`config.mk`:
```
export PLATFORM = sky130hd
export DESIGN_NAME = gsqrt_stream_sched
export DESIGN_NICKNAME = d
export VERILOG_FILES = /design/src/rtl/gsqrt_sched_pkg.sv /design/src/rtl/gsqrt_stream_sched_lfsr_gen.sv /design/src/rtl/gsqrt_stream_sched.sv
export SDC_FILE = /design/constraint.sdc
export NUM_CORES = 1
export LEC_CHECK = 0
export BUFFER_PORTS_ARGS = -buffer_cell sky130_fd_sc_hd__buf_4
export CELL_PAD_IN_SITES_DETAIL_PLACEMENT = 1
export CELL_PAD_IN_SITES_GLOBAL_PLACEMENT = 2
export CORE_UTILIZATION = 30
export CTS_BUF_LIST = sky130_fd_sc_hd__clkbuf_16
export DETAILED_ROUTE_END_ITERATION = 7
export GPL_TIMING_DRIVEN = 0
export HOLD_SLACK_MARGIN = 0.06
export PLACE_DENSITY_LB_ADDON = 0.08
export SYNTH_ARGS = -nofsm -noshare
export SYNTH_HDL_FRONTEND = slang
export SYNTH_HIERARCHICAL = 1
export SYNTH_SLANG_ARGS = --single-unit
```
`constraint.sdc`:
```
create_clock -name clk -period 1.7 [get_ports clk]
set_input_delay 0.34 -clock clk [delete_from_list [all_inputs] [get_ports clk]]
set_output_delay 0.34 -clock clk [all_outputs]
set_load 0.01 [all_outputs]
```
`src/rtl/gsqrt_sched_pkg.sv`:
```
// Shared types and helpers for the unary sqrt stream scheduler.
// LFSR tap masks are Fibonacci, shift-left, feedback into bit 0.
package gsqrt_sched_pkg;

  typedef enum logic [1:0] {
    IDLE,
    INIT,
    RUN,
    DONE
  } state_e;

  function automatic int clog2(input int v);
    int r;
    r = 0;
    while ((1 << r) < v) r++;
    return (r < 1) ? 1 : r;
  endfunction

  // Bit k set means stage k+1 feeds the XOR.
  function automatic logic [11:0] lfsr_taps(input int w);
    logic [11:0] m;
    case (w)
      3:       m = 12'h006;
      4:       m = 12'h00c;
      5:       m = 12'h014;
      6:       m = 12'h030;
      7:       m = 12'h060;
      8:       m = 12'h0b8;
      9:       m = 12'h110;
      10:      m = 12'h240;
      11:      m = 12'h500;
      12:      m = 12'h829;
      default: m = 12'h000;
    endcase
    return m;
  endfunction

endpackage

```
`src/rtl/gsqrt_stream_sched_lfsr_gen.sv`:
```
// Fibonacci LFSR with synchronous seed reload and step enable.
// Seed is also the reset value, so the register is never zero.
module lfsr_gen
  import gsqrt_sched_pkg::*;
#(
  parameter int             W    = 6,
  parameter logic [W-1:0]   SEED = W'(1)
) (
  input  logic         clk,
  input  logic         rst,
  input  logic         load,
  input  logic         en,
  output logic [W-1:0] out
);
  localparam logic [W-1:0] TAPS = W'(lfsr_taps(W));

  logic [W-1:0] lfsr_q;
  logic [W-1:0] lfsr_d;

  always_comb begin
    lfsr_d = lfsr_q;
    if (load) begin
      lfsr_d = SEED;
    end else if (en) begin
      lfsr_d = {lfsr_q[W-2:0], ^(lfsr_q & TAPS)};
    end
  end

  always_ff @(posedge clk or posedge rst) begin
    if (rst) begin
      lfsr_q <= SEED;
    end else begin
      lfsr_q <= lfsr_d;
    end
  end

  assign out = lfsr_q;

endmodule

```
`src/rtl/gsqrt_stream_sched.sv`:
```
// Shares one bit-serial unary sqrt core among N requesters:
// round-robin grant, core clear, LFSR streams, windowed ones count.
module gsqrt_stream_sched
  import gsqrt_sched_pkg::*;
#(
  parameter int N       = 4,
  parameter int BW      = 5,
  parameter int LEN_LOG = 8,
  parameter int WARM    = 16,
  parameter int SEED_A  = 1,
  parameter int SEED_B  = 5
) (
  input  logic                  clk,
  input  logic                  rst,
  input  logic [N-1:0]          req_valid,
  input  logic [N*(BW+1)-1:0]   req_data,
  output logic [N-1:0]          req_ready,
  output logic                  resp_valid,
  input  logic                  resp_ready,
  output logic [clog2(N)-1:0]   resp_id,
  output logic [LEN_LOG:0]      resp_data,
  output logic                  core_rst_n,
  output logic                  core_in,
  output logic [BW:0]           core_rand,
  input  logic                  core_out
);
  localparam int W    = BW + 1;
  localparam int IDW  = clog2(N);
  localparam int CW   = LEN_LOG + 1;
  localparam int RUNL = WARM + (1 << LEN_LOG);
  localparam int RW   = clog2(RUNL);

  state_e          state_q, state_d;
  logic [IDW-1:0]  ptr_q, ptr_d;
  logic [IDW-1:0]  id_q, id_d;
  logic [W-1:0]    op_q, op_d;
  logic [RW-1:0]   run_q, run_d;
  logic [CW-1:0]   ones_q, ones_d;
  logic            crst_q, crst_d;

  logic [IDW-1:0]  gnt_idx, idx_hi, idx_lo;
  logic            hit_hi, hit_lo, any_req;
  logic [W-1:0]    gnt_op;
  logic [W-1:0]    lfsr_a, lfsr_b;
  logic            lfsr_load, lfsr_en;

  // Lowest index at/after the pointer wins, else lowest below it.
  always_comb begin
    hit_hi = 1'b0;
    hit_lo = 1'b0;
    idx_hi = '0;
    idx_lo = '0;
    for (int i = N - 1; i >= 0; i--) begin
      if (req_valid[i]) begin
        if (i >= int'(ptr_q)) begin
          hit_hi = 1'b1;
          idx_hi = IDW'(i);
        end else begin
          hit_lo = 1'b1;
          idx_lo = IDW'(i);
        end
      end
    end
    any_req = hit_hi | hit_lo;
    gnt_idx = hit_hi ? idx_hi : idx_lo;
  end

  always_comb begin
    gnt_op    = '0;
    req_ready = '0;
    for (int i = 0; i < N; i++) begin
      if (gnt_idx == IDW'(i)) begin
        gnt_op       = req_data[i*W +: W];
        req_ready[i] = any_req && (state_q == IDLE) && !rst;
      end
    end
  end

  always_comb begin
    state_d   = state_q;
    ptr_d     = ptr_q;
    id_d      = id_q;
    op_d      = op_q;
    run_d     = run_q;
    ones_d    = ones_q;
    lfsr_load = 1'b0;
    lfsr_en   = 1'b0;
    unique case (state_q)
      IDLE: begin
        if (any_req) begin
          id_d    = gnt_idx;
          op_d    = gnt_op;
          state_d = INIT;
        end
      end
      INIT: begin
        lfsr_load = 1'b1;
        run_d     = '0;
        ones_d    = '0;
        state_d   = RUN;
      end
      RUN: begin
        lfsr_en = 1'b1;
        run_d   = run_q + 1'b1;
        if (run_q >= RW'(WARM) && core_out) begin
          ones_d = ones_q + 1'b1;
        end
        if (run_q == RW'(RUNL - 1)) begin
          state_d = DONE;
        end
      end
      DONE: begin
        if (resp_ready) begin
          state_d = IDLE;
          ptr_d   = (id_q == IDW'(N - 1)) ? '0 : id_q + 1'b1;
        end
      end
      default: state_d = IDLE;
    endcase
    // Registered so the core sees a clean clear for all non-RUN cycles.
    crst_d = (state_d == RUN);
  end

  always_ff @(posedge clk or posedge rst) begin
    if (rst) begin
      state_q <= IDLE;
      ptr_q   <= '0;
      id_q    <= '0;
      op_q    <= '0;
      run_q   <= '0;
      ones_q  <= '0;
      crst_q  <= 1'b0;
    end else begin
      state_q <= state_d;
      ptr_q   <= ptr_d;
      id_q    <= id_d;
      op_q    <= op_d;
      run_q   <= run_d;
      ones_q  <= ones_d;
      crst_q  <= crst_d;
    end
  end

  lfsr_gen #(
    .W    (W),
    .SEED (W'(SEED_A))
  ) u_lfsr_a (
    .clk  (clk),
    .rst  (rst),
    .load (lfsr_load),
    .en   (lfsr_en),
    .out  (lfsr_a)
  );

  lfsr_gen #(
    .W    (W),
    .SEED (W'(SEED_B))
  ) u_lfsr_b (
    .clk  (clk),
    .rst  (rst),
    .load (lfsr_load),
    .en   (lfsr_en),
    .out  (lfsr_b)
  );

  assign resp_valid = (state_q == DONE);
  assign resp_id    = id_q;
  assign resp_data  = ones_q;
  assign core_rst_n = crst_q;
  assign core_in    = (state_q == RUN) && (op_q > lfsr_a);
  assign core_rand  = lfsr_b;

endmodule

```
==> impl_results.md <==
* Status: complete, but fails checks
* Failing checks: setup timing
* Placeable core area at 7888 um^2
* Gp weighted congestion at between 0.7 and 0.8
* Post-DRT Antenna Nets at 0
* TritonCTS clock tree: yes
* P&R area growth vs syn at 49.77%
* Share of post-route cells with drive strength above 1 at around 42%
* Post-synth EDFFs at 0
* Ys async rst share at 100.0%
* Starting Density at between 30% and 40%
* Rows at 32
* Drt first pass iters at 4
* Die Wd at 93.13 um
* H-Tree Depth at 2
* Critical Path Sink Type: output port
* Post-DP HPWL at ~4.7 mm
* DR WL/cell at about 15 um
* Place WS at -355.9 ps
* Vias per cell at around 4.8
* First-pass GRT wire length at approximately 11 mm
* RSZ-0062 raised after global routing: yes
* Final WS setup at -247.0 ps
* Max Root-Sink Buffers at 2
* Detailed Route WL at roughly 7 mm
* Final Core Density at about 47%
* Pin count of the biggest net entering global routing at 17
* Crit Path Max Fanout at 2
* Sequential share of the synthesized area at between 40 and 50%
* Actual slew at the worst max-slew pin at approximately 840 ps
* Final worst-path cycle share at 114.5%
* CP Class: reg2out
* Required time of the critical path at approximately 1400 ps
* IO Pins at 56
* Syn_nets at ~310
* Count leader, synth: dfrtp_1
* Number of max-cap violations at 0
* Mapped Cells at 260
* Initial antenna violation count at 0
* Synth area leaders: dfrtp_1, ha_1, mux2i_1
* Post-synth top area share at 40.18%
* Main synth FF type: dfrtp_1
* # diodes at 0
* Clk sink count at 43
* Number of buffers added on ports at between 50 and 60
* Total congestion overflow at 0
* Final-report hold violation count at 0
* Overall routing resource usage at between 10% and 20%
* CTS clock-pin slew for the worst setup and hold paths at approximately 60 ps
* Syn Std Cell Area at 2491 um^2
* Worst EP arrival at roughly 1600 ps
* Fmax at 513.6 MHz
* Clock Latency Late Sink at ~280 ps
* YS warnings at 6
* Most instantiated cells after synthesis: dfrtp_1, nor2_1, inv_1
* Final slew viol count at 0
* Final #Nets at 397
* Syn avg cell area at 9.581 um^2
* Die Area at a little under 9000 um^2
* 1st-iter DRT viols at 37
* CTS Buf Count at 5
* Leakage power at between 1.5 and 2 nW
* Cell area power density at approximately 1400 nW/um^2
* Slew headroom at between 40 and 50%
* Hold WC Path Type: in2async
* DRC at 0
* Die height at between 90 and 100 um
* Clock Skew at around 5 ps
* VDD IR max at approximately 430 uV
* Vias in the first global route at 2,355
* Tmin final at 1947 ps
* Post-synth cell types at 46
* Startpoint types: flop
* Number of synthesized register bits at 43
* Clock root cell: clkbuf_16
* Via count at ~2,200
* Yosys top cell by area: dfrtp_1
* Final setup viols at 8
## metal layers
layer | global-route usage [%] | vias up | routed length, um
met3 | 2.927 | 6 | 142
met4 | 5.385 | 0 | 78
met2 | 29.60 | 20 | 3574
li1 | - | 1081 | -
met5 | 0 | - | 0
met1 | 21.42 | 1076 | 3147
## power breakdown
part           internal [mW]  switching, mW  total, mW
sequential              1.27          0.189       1.46
combinational           1.34           1.38       2.72
clock                  0.536          0.388      0.924
## sequential cells by signal (all words and copies together) (netlist names)
name and flops:
core_rst_n 1, op_q 6, ptr_q 2, resp_data 9, resp_id 2, run_q 9, state_q 2, u_lfsr_a/out 6
u_lfsr_b/out 6
## cells by family (layout without fill, tap and decap cells)
group / count (synthesis) / count (layout) / synth area share (%)
adder cells (fa/ha/maj): 15 / 15 / 7.534
XOR/XNOR: 11 / 11 / 3.867
buffers and inverters: 31 / 122 / 6.228
flip-flops: 43 / 43 / 43.35
AO/OA/AOI/OAI: 49 / 49 / 13.76
AND/OR/NAND/NOR: 93 / 93 / 17.98
multiplexers: 18 / 18 / 7.283
## cell type report
cell class | instances | area [um^2]
plain buffers | 7 | 61.31
clock buffers | 5 | 125.1
clock inverters | 3 | 15.01
fillers | 896 | 4156
inverters | 22 | 86.33
multi-input cells | 186 | 1554
flip-flops and latches | 43 | 1081
well taps | 102 | 127.6
repair buffers | 84 | 675.6
repair inverters | 1 | 5.005
## final timing paths
check                                                  from                          end  slack [ps]  cells after the start
worst min register to register          op_q[2]$_DFFE_PP0P_          op_q[2]$_DFFE_PP0P_         510                      2
min in group clk                               req_data[19]          op_q[1]$_DFFE_PP0P_         380                      3
worst max-delay path            u_lfsr_a/out[4]$_DFFE_PP0P_                      core_in        -250                      7
worst max register to register         run_q[5]$_DFFE_PP0P_     resp_data[6]$_DFFE_PP0P_         -20                      6
max in group asynchronous                               rst  u_lfsr_a/out[0]$_DFFE_PP1P_         800                      3
worst min-delay path                                    rst         state_q[1]$_DFF_PP0_         110                      2
## through the flow
step | power [mW] | setup TNS (ps) | hold slack (ps) | cells | area [um^2]
2_1_floorplan | 2.764 | -5.732 | 129.5 | 260 | 2512
4_1_cts | 4.761 | -999.3 | 115.1 | 442 | 3502
3_3_place_gp | 3.355 | -4404 | 338.0 | 417 | 3053
5_1_grt | 5.515 | -2016 | 141.7 | 453 | 3731
6_report | 5.105 | -1029 | 111.8 | 453 | 3731
3_5_place_dp | 3.389 | -4795 | 336.8 | 417 | 3053
## layout by cell type (no fill, tap or decap), drive strengths merged, types with 7 or more instances in the layout
| cell | instances |
|---|---|
| o21ai | 12 |
| mux2i | 17 |
| inv | 21 |
| dfrtp | 40 |
| xnor2 | 11 |
| buf | 88 |
| nand3 | 16 |
| nor2 | 30 |
| nand2 | 18 |
| a211oi | 9 |
| ha | 15 |
| clkbuf | 7 |
| nor2b | 8 |
## worst max-delay path: stages, from the launching register on
cell and delay, ps:
dfrtp_1 360, inv_1 50, ha_1 300, a21o_1 170, a21oi_2 110, o21ai_1 70
o211a_1 150, buf_6 120
## what timing repair did
action,in CTS,in global routing
buffers inserted,16,11
endpoints found under the setup margin,27,21
resized for setup,42,33
hold buffers,1,0
hold endpoints to repair,9,0
gates cloned,2,0
pin swaps,9,16
(Power assumes the default switching activity.)
